File: src/rtl/regfile_wb_arbiter.sv
// Round-robin writeback arbiter feeding the register file's single write port
// through one staging register. Optional read bypass of the staged write: WB_BYPASS_EN.
module regfile_wb_arbiter #(
   parameter int WIDTH = 32,
   parameter int DEPTH = 32,
   parameter int NREQ  = 3
) (
   input  logic                        clk,
   input  logic                        rst,
   input  logic [NREQ-1:0]             req_valid,
   input  logic [NREQ*$clog2(DEPTH)-1:0] req_addr,
   input  logic [NREQ*WIDTH-1:0]       req_data,
   output logic [NREQ-1:0]             req_ready,
   input  logic                        wb_stall,
   output logic                        we0,
   output logic [$clog2(DEPTH)-1:0]    wr_addr0,
   output logic [WIDTH-1:0]            wr_din0,
   input  logic [$clog2(DEPTH)-1:0]    rd_addr0,
   input  logic [$clog2(DEPTH)-1:0]    rd_addr1,
   input  logic [WIDTH-1:0]            rf_dout0,
   input  logic [WIDTH-1:0]            rf_dout1,
   output logic [WIDTH-1:0]            rd_dout0,
   output logic [WIDTH-1:0]            rd_dout1,
   output logic                        busy,
   output logic [31:0]                 commit_cnt
);

   localparam int AW = $clog2(DEPTH);
   localparam int PW = (NREQ > 1) ? $clog2(NREQ) : 1;

   logic             r_stg_valid;
   logic [AW-1:0]    r_stg_addr;
   logic [WIDTH-1:0] r_stg_data;
   logic [PW-1:0]    r_rr_ptr;
   logic [31:0]      r_commit_cnt;

   logic             w_found;
   logic [PW-1:0]    w_sel;
   logic             w_accept;
   logic             w_we;
   logic [AW-1:0]    w_addr;
   logic [WIDTH-1:0] w_data;
   logic [PW-1:0]    w_ptr_nxt;

   // Scan from the round-robin pointer, wrapping modulo NREQ.
   always_comb begin
      logic [PW:0] w_sum;
      w_found = 1'b0;
      w_sel   = '0;
      w_sum   = '0;
      for (int k = 0; k < NREQ; k++) begin
         w_sum = {1'b0, r_rr_ptr} + (PW+1)'(k);
         if (w_sum >= (PW+1)'(NREQ)) w_sum = w_sum - (PW+1)'(NREQ);
         if (!w_found && req_valid[w_sum[PW-1:0]]) begin
            w_found = 1'b1;
            w_sel   = w_sum[PW-1:0];
         end
      end
   end

   // Reset gates the handshake and write port so nothing slips through the reset cycle.
   assign w_accept  = w_found & ~wb_stall & rst;
   assign req_ready = w_accept ? (NREQ'(1) << w_sel) : '0;
   assign w_addr    = req_addr[w_sel*AW +: AW];
   assign w_data    = req_data[w_sel*WIDTH +: WIDTH];
   assign w_ptr_nxt = (w_sel == PW'(NREQ-1)) ? '0 : w_sel + 1'b1;
   assign w_we      = r_stg_valid & ~wb_stall & rst;

   always_ff @(posedge clk) begin
      if (!rst) begin
         r_stg_valid  <= 1'b0;
         r_stg_addr   <= '0;
         r_stg_data   <= '0;
         r_rr_ptr     <= '0;
         r_commit_cnt <= '0;
      end else begin
         if (w_we) r_commit_cnt <= r_commit_cnt + 32'd1;
         if (!wb_stall) begin
            r_stg_valid <= 1'b0;
            if (w_accept) begin
               r_rr_ptr <= w_ptr_nxt;
               // Writes to x0 are consumed but never staged.
               if (w_addr != '0) begin
                  r_stg_valid <= 1'b1;
                  r_stg_addr  <= w_addr;
                  r_stg_data  <= w_data;
               end
            end
         end
      end
   end

   assign we0        = w_we;
   assign wr_addr0   = rst ? r_stg_addr : '0;
   assign wr_din0    = rst ? r_stg_data : '0;
   assign busy       = r_stg_valid & rst;
   assign commit_cnt = r_commit_cnt;

`ifdef WB_BYPASS_EN
   logic w_hit0, w_hit1;
   assign w_hit0   = r_stg_valid && (r_stg_addr != '0) && (r_stg_addr == rd_addr0);
   assign w_hit1   = r_stg_valid && (r_stg_addr != '0) && (r_stg_addr == rd_addr1);
   assign rd_dout0 = w_hit0 ? r_stg_data : rf_dout0;
   assign rd_dout1 = w_hit1 ? r_stg_data : rf_dout1;
`else
   logic w_unused_rd;
   assign w_unused_rd = ^{rd_addr0, rd_addr1};
   assign rd_dout0    = rf_dout0;
   assign rd_dout1    = rf_dout1;
`endif

endmodule

File: config.mk
export PLATFORM = sky130hd
export DESIGN_NAME = regfile_wb_arbiter
export DESIGN_NICKNAME = d
export VERILOG_FILES = /design/src/rtl/regfile_wb_arbiter.sv
export SDC_FILE = /design/constraint.sdc
export NUM_CORES = 1
export LEC_CHECK = 0
export ABC_CLOCK_PERIOD_IN_PS = 3600
export CAP_MARGIN = 10
export CORE_AREA = 5 5 126 128
export CTS_CLUSTER_SIZE = 24
export DETAILED_ROUTE_END_ITERATION = 12
export DIE_AREA = 0 0 131 133
export PLACE_DENSITY = 0.76
export SLEW_MARGIN = 20
export SYNTH_ARGS = -nofsm -noshare
export SYNTH_HDL_FRONTEND = slang
export SYNTH_SLANG_ARGS = --single-unit
File: constraint.sdc
create_clock -name clk -period 3.6 [get_ports clk]
set_clock_uncertainty 0.1 [all_clocks]
set_input_delay 0.54 -clock clk [delete_from_list [all_inputs] [get_ports clk]]
set_output_delay 0.54 -clock clk [all_outputs]
set_load 0.03 [all_outputs]
==> results.sh, run 1 <==
export IMPL_multiInputGateArea_sq_um=2750
export IMPL_core_sq_um=14800
export IMPL_cts_buffer_depth=2
export IMPL_yosysSeqAreaShare_pct=29.8
export IMPL_drt_initial_drc_count=131
export IMPL_ios=329
export IMPL_final_nets=863
export IMPL_seqCellArea_sq_um=1440
export IMPL_crit_slowest_cell="ha_1"
export IMPL_wl_per_cell_microns=15.0
export IMPL_die_y_microns=133
export IMPL_synth_cells=549
export IMPL_p_per_area_nw_per_um2=554
export IMPL_cp_required_ns=2.96
export IMPL_maxCapViolations=0
export IMPL_synth_warning_count=0
export IMPL_clkSinkCount=72
export IMPL_vdd_ir_drop_max_uv=251
export IMPL_ctsHtreeMaxLevel=3
export IMPL_fillCellCount=1440
export IMPL_dpl_hpwl_mm=10.3
export IMPL_start_util_pct=32.8
export IMPL_r2r_end="r_stg_data[25]"
export IMPL_post_cts_buffers=0
export IMPL_syn_mean_instance_area_sq_um=8.80
export IMPL_vias=4087
export IMPL_hold_depth=2
export IMPL_min_period_ns=3.42
export IMPL_portBuffers=190
export IMPL_final_setup_viol_count=0
export IMPL_critPathLaunchType="register"
export IMPL_netlist_area_sq_um=4830
export IMPL_finalCritPeriodShare_pct=94.9
export IMPL_dieArea_sq_um=17400
export IMPL_detail_route_antenna_nets=0
export IMPL_syn_num_nets=745
export IMPL_preCtsSetupSlack_ns=0.258
export IMPL_finalMaxSlewViolations=0
export IMPL_antenna_found_initial=0
export IMPL_wirelength_mm=12.9
export IMPL_fp_dieW_microns=131
export IMPL_layout_common_cells="clkdlybuf4s50_1 (186), dfxtp_1 (72), and2_1 (62)"
export IMPL_area_delta_synth_final_pct=40.2
export IMPL_hold_viol=0
export IMPL_crit_chain="inv_1 -> ha_1 -> and3b_1 -> o21a_1 -> a211oi_2 -> or2_2 -> nor3b_2 -> buf_12"
export IMPL_crit_path_max_incr_delay_ns=0.41
export IMPL_drc=0
export IMPL_clk_pin_slew_ns=0.06
export IMPL_min_delay_start="r_stg_addr[0]"
export IMPL_synth_largest_area_cell="dfxtp_1"
export IMPL_synth_edf_count=0
export IMPL_synth_top_area_share_pct=29.8
export IMPL_clkLatencyLatePin_ns=0.34
export IMPL_post_route_util_pct=45.9
export IMPL_hold_path_end="r_stg_addr[0]"
export IMPL_async_reset_ff_share_pct=0
export IMPL_cts_buffers_inserted=9
export IMPL_setup_tns_ns=0
export IMPL_grt_overflow_total=0
export IMPL_rsz0062_at_grt="false"
export IMPL_p_leak_nw=2.72
export IMPL_fmax_mhz=293
export IMPL_critPathLaunch="r_rr_ptr[0]"
export IMPL_final_cell_area_sq_um=6770
export IMPL_cts_tree="built"
export IMPL_placed_area_sq_um=6480
export IMPL_globalplace_congestion=0.924
export IMPL_setup_worst_path_end_class="output pin"
export IMPL_status="complete, no violations"
export IMPL_rrSetupSlack_ns=0.44
export IMPL_firstDrtPassIters=4
export IMPL_clk_root_buffer_cell="clkbuf_16"
export IMPL_worstMarginPinSlew_ns=0.463
export IMPL_grt_max_degree=51
export IMPL_worst_slack_ns=0.182
export IMPL_synth_area_top_cells="dfxtp_1 (30%), buf_4 (10%), and2_1 (8.0%), mux2_4 (7.8%), mux2i_1 (7.7%)"
export IMPL_slew_headroom_pct=68.9
export IMPL_path_max_fanout=9
export IMPL_arrival_ns=2.78
export IMPL_grt_pass1_wl_mm=19.9
export IMPL_antenna_cells=0
export IMPL_synth_cell_types=53
export IMPL_fp_row_count=45
export IMPL_critical_path_class="register to output pin"
export IMPL_grt_pass1_vias=3956
export IMPL_rr_worst_depth=10
export IMPL_total_power_w=0.00376
export IMPL_layout_cells_most_common="clkdlybuf4s50_1"
export IMPL_synthFlopType="dfxtp_1"
export IMPL_grt_total_usage_pct=14.7
export IMPL_rr_startpoint="r_rr_ptr[0]"
export IMPL_final_layout_size_suffix_gt1_share_pct=11.8
export IMPL_synth_seq_cells=72
export IMPL_hp_class="register to register"
export IMPL_via_per_inst=4.75
## worst max path at each step
stage | endpoint | slack (ns) | cells after the start
floorplan | req_ready[0] | 0.28 | 11
global placement | r_stg_data[1] | 0.32 | 9
detailed placement | r_stg_data[26] | 0.26 | 9
CTS | req_ready[0] | 0.18 | 8
global route | req_ready[0] | 0.04 | 8
finish | req_ready[0] | 0.18 | 8
## routing by layer
metal | track usage (%) | vias up | routed length [microns]
met4 | 6.17 | 0 | 339
met1 | 15.7 | 1836 | 4890
met3 | 5.33 | 29 | 1130
li1 | - | 2052 | -
met2 | 25.6 | 170 | 6530
met5 | 0 | - | 0
## sequential cells by signal, indices dropped and copies added, names as in the netlist
name,flops
commit_cnt,32
r_stg_data,32
r_stg_addr,5
r_rr_ptr,2
r_stg_valid,1
## final cells by class
class	instances	share of cell area, %
Multi-Input combinational cell	374	40.5
Clock inverter	7	0.905
Tap cell	188	3.47
Sequential cell	72	21.3
Inverter	10	0.554
Clock buffer	9	3.32
Timing Repair Buffer	200	29.9
## cell usage after synthesis (2+ instances only)
| cell type | instances |
|---|---|
| a211oi_1 | 2 |
| buf_4 | 66 |
| o21ai_0 | 49 |
| buf_6 | 4 |
| and3b_1 | 4 |
| a21o_1 | 2 |
| nand4_1 | 6 |
| buf_2 | 4 |
| nor2_1 | 16 |
| mux2i_2 | 2 |
| and4_1 | 3 |
| ha_1 | 5 |
| xor2_1 | 7 |
| clkbuf_1 | 19 |
| a21boi_0 | 5 |
| mux2_4 | 25 |
| and3_1 | 4 |
| and2_1 | 62 |
| nor2b_1 | 6 |
| nand3b_1 | 3 |
| a21oi_1 | 2 |
| inv_1 | 10 |
| mux2i_1 | 37 |
| nor3_1 | 4 |
| nand2b_1 | 3 |
| nand3_1 | 15 |
| nor3b_1 | 2 |
| nand2_1 | 54 |
| mux2_2 | 8 |
| dfxtp_1 | 72 |
| xnor2_1 | 20 |
| or3_1 | 4 |
| a211o_1 | 4 |
## kinds of logic (layout without fill, tap and decap cells)
family          count (synthesis)  count (layout)  share of synthesized area, %
fa+ha+maj                       5               5                          1.29
buf+inv                       103             226                          13.9
simple gates                  191             191                          21.3
compound gates                 78              78                          10.5
mux                            73              73                          18.3
xor+xnor                       27              27                          4.89
flops                          72              72                          29.8
## what timing repair did
item | 4_1_cts | 5_1_grt
endpoints found under the setup margin | 0 | 1
hold buffers | 0 | 0
gates resized for setup | 0 | 1
## report_power, final
group          internal (W)  leakage [nW]  switching (W)
sequential         0.000956         0.589      0.0000355
combinational      0.000952          1.99       0.000955
clock              0.000479         0.135       0.000377
total               0.00239          2.72        0.00137
## stage by stage
step	instances	hold slack, ns
finish	860	0.382
global route	860	0.419
CTS	860	0.387
detailed placement	844	0.378
global placement	844	0.375
floorplan	549	0.349
## worst max-delay path: cells and delay by family, from the launching register on
family | cells | cell delay (ns)
AND/OR/NAND/NOR | 3 | 0.85
flip-flops | 1 | 0.39
AO/OA/AOI/OAI | 2 | 0.54
adder cells (fa/ha/maj) | 1 | 0.41
buffers and inverters | 2 | 0.24
Note: power is estimated with default switching activity, not from simulation.
==> run 2: changes to the inputs <==
--- a/config.mk
+++ b/config.mk
@@ -12,7 +12,8 @@
 export DETAILED_ROUTE_END_ITERATION = 12
 export DIE_AREA = 0 0 131 133
 export PLACE_DENSITY = 0.76
-export SLEW_MARGIN = 20
+export RECOVER_POWER = 25
+export SKIP_CTS_REPAIR_TIMING = 1
 export SYNTH_ARGS = -nofsm -noshare
 export SYNTH_HDL_FRONTEND = slang
 export SYNTH_SLANG_ARGS = --single-unit
==> results of run 2 <==
The final DEF is identical to that of run 1; final timing and power are the same.
==> run 3: changes to the inputs <==
--- a/config.mk
+++ b/config.mk
@@ -8,12 +8,14 @@
 export ABC_CLOCK_PERIOD_IN_PS = 3600
 export CAP_MARGIN = 10
 export CORE_AREA = 5 5 126 128
+export CTS_CLUSTER_DIAMETER = 120
 export CTS_CLUSTER_SIZE = 24
 export DETAILED_ROUTE_END_ITERATION = 12
 export DIE_AREA = 0 0 131 133
 export PLACE_DENSITY = 0.76
 export RECOVER_POWER = 25
 export SKIP_CTS_REPAIR_TIMING = 1
+export SLEW_MARGIN = 20
 export SYNTH_ARGS = -nofsm -noshare
 export SYNTH_HDL_FRONTEND = slang
 export SYNTH_SLANG_ARGS = --single-unit
==> results of run 3 <==
The final DEF is identical to that of run 1; final timing and power are the same.
==> patch (settings of run 1) <==
The option `WB_BYPASS_EN` is turned on by a define.
--- a/src/rtl/regfile_wb_arbiter.sv
+++ b/src/rtl/regfile_wb_arbiter.sv
@@ -2,2 +2,4 @@
 // through one staging register. Optional read bypass of the staged write: WB_BYPASS_EN.
+`define WB_BYPASS_EN
+
 module regfile_wb_arbiter #(
Formal check against the unedited RTL: not equivalent (Yosys sat finds a counterexample within 4 cycles, from zero or initial values and one cycle with rst low).
==> patch against run 1 <==
  * Utilization grew 17 points
  * Die area is the same
  * Synthesized area grew 8.2%
  * Total power shrank 1.2%
  * Design area grew 36%
  * Wire length grew 66%
  * Sequential cell count is the same
  * Setup slack lost 0.065 ns
  * Cell count grew 27%
  * Largest cell class unchanged
==> patch: results (changes against run 1) <==
Status:
- Outcome: complete, no violations (unchanged).

Placement:
- The placement-stage worst setup slack is -0.1194 ns (was 0.2579 ns).
- The placer's final routability congestion estimate was 0.9108 (was 0.9243).

Global routing:
- The pin count of the biggest net entering global routing is 53 (was 51).
- The global routing met2 resource utilization came to 40.27% (was 25.59%).
- The fraction of met3 tracks used by global routing is 7.953% (was 5.329%).
- The global-route met1 utilization is 27.12% (was 15.67%).
- The number of global-route vias before repair is 5,650 (was 3,956).

Pwr:
- The reported leakage power was 3.900 nW (was 2.716 nW).
- The maximum VDD drop is 0.2258 mV (was 0.2510 mV).

Logic synthesis:
- Top cells by area, synth: dfxtp_1 28%, mux2_2 16%, mux2_4 8.0% (was dfxtp_1 30%, buf_4 10%, and2_1 8.0%).
- The post-synthesis cell type count came to 52 (was 53).
- Most common library cells after synthesis: 73 x mux2_2, 72 x dfxtp_1, 63 x and2_1 (was 72 x dfxtp_1, 66 x buf_4, 62 x and2_1).
- The number of nets in the synthesized netlist came to 758 (was 745).
- The register area share after synthesis is 27.58% (was 29.83%).

Setup path:
- The capturing element of the worst setup path is rd_dout0[24] (was req_ready[0]).
- The worst setup path startpoint is rd_addr0[4] (was r_rr_ptr[0]).
- The critical path data arrival time came to 2.84 ns (was 2.78 ns).
- The cell type of the slowest stage on the worst timing path was clkdlybuf4s50_1 (was ha_1).
- The endpoint of the worst register-to-register path is r_stg_data[31] (was r_stg_data[25]).
- The critical path's top delay family is buffers and inverters (was simple AND/OR/NAND/NOR gates).

Routing:
- The post-route met1 wirelength came to 8039 µm (was 4893 µm).
- The mean number of vias per cell is 5.043 (was 4.752).
- The DRC violation total after the first TritonRoute iteration was 228 (was 131).
- The wire length per cell after detailed routing came to 19.59 µm (was 14.99 µm).
- The routed wire length came to 21,410 µm (was 12,890 µm).

Timing:
- The minimum hold slack is 0.4075 ns (was 0.3815 ns).
- The highest clock frequency the design can meet is 287.1 MHz (was 292.6 MHz).

Final layout:
- The final-layout fill cell count was 1,272 (was 1,440).
- The share of final-layout standard cells stronger than drive strength 1 is 20.80% (was 11.76%).
- The final-stage net count is 1,095 (was 863).
- The combined area of the multi-input logic cells is 3601 µm² (was 2746 µm²).

Min path:
- The start point of the worst min-delay path was commit_cnt[1] (was r_stg_addr[0]).
[patch: where the power goes]
| part | internal, mW | switching, mW |
|---|---|---|
| registers | 0.908 | 0.103 |
| clock network | 0.678 | 0.347 |
| logic | 0.861 | 0.815 |
[patch: cell families (layout without fill, tap and decap cells)]
kind of cell / Yosys count / count (layout) / share of synthesized area, %
buffers and inverters: 42 / 384 / 4.501
AO/OA/AOI/OAI: 85 / 85 / 10.73
other: 0 / 1 / 0
AND/OR/NAND/NOR: 185 / 185 / 19.27
flip-flops: 72 / 72 / 27.58
adder cells (fa/ha/maj): 5 / 5 / 1.197
XOR/XNOR: 35 / 35 / 5.865
multiplexers: 138 / 138 / 30.86
[patch: area by class of cell]
class / count / area share [%]
well taps: 188 / 2.546
repair buffers: 361 / 38.84
clock buffers: 9 / 2.437
diodes: 1 / 0.02708
inverters: 7 / 0.2844
clock inverters: 7 / 1.300
flip-flops and latches: 72 / 15.60
multi-input cells: 448 / 38.97
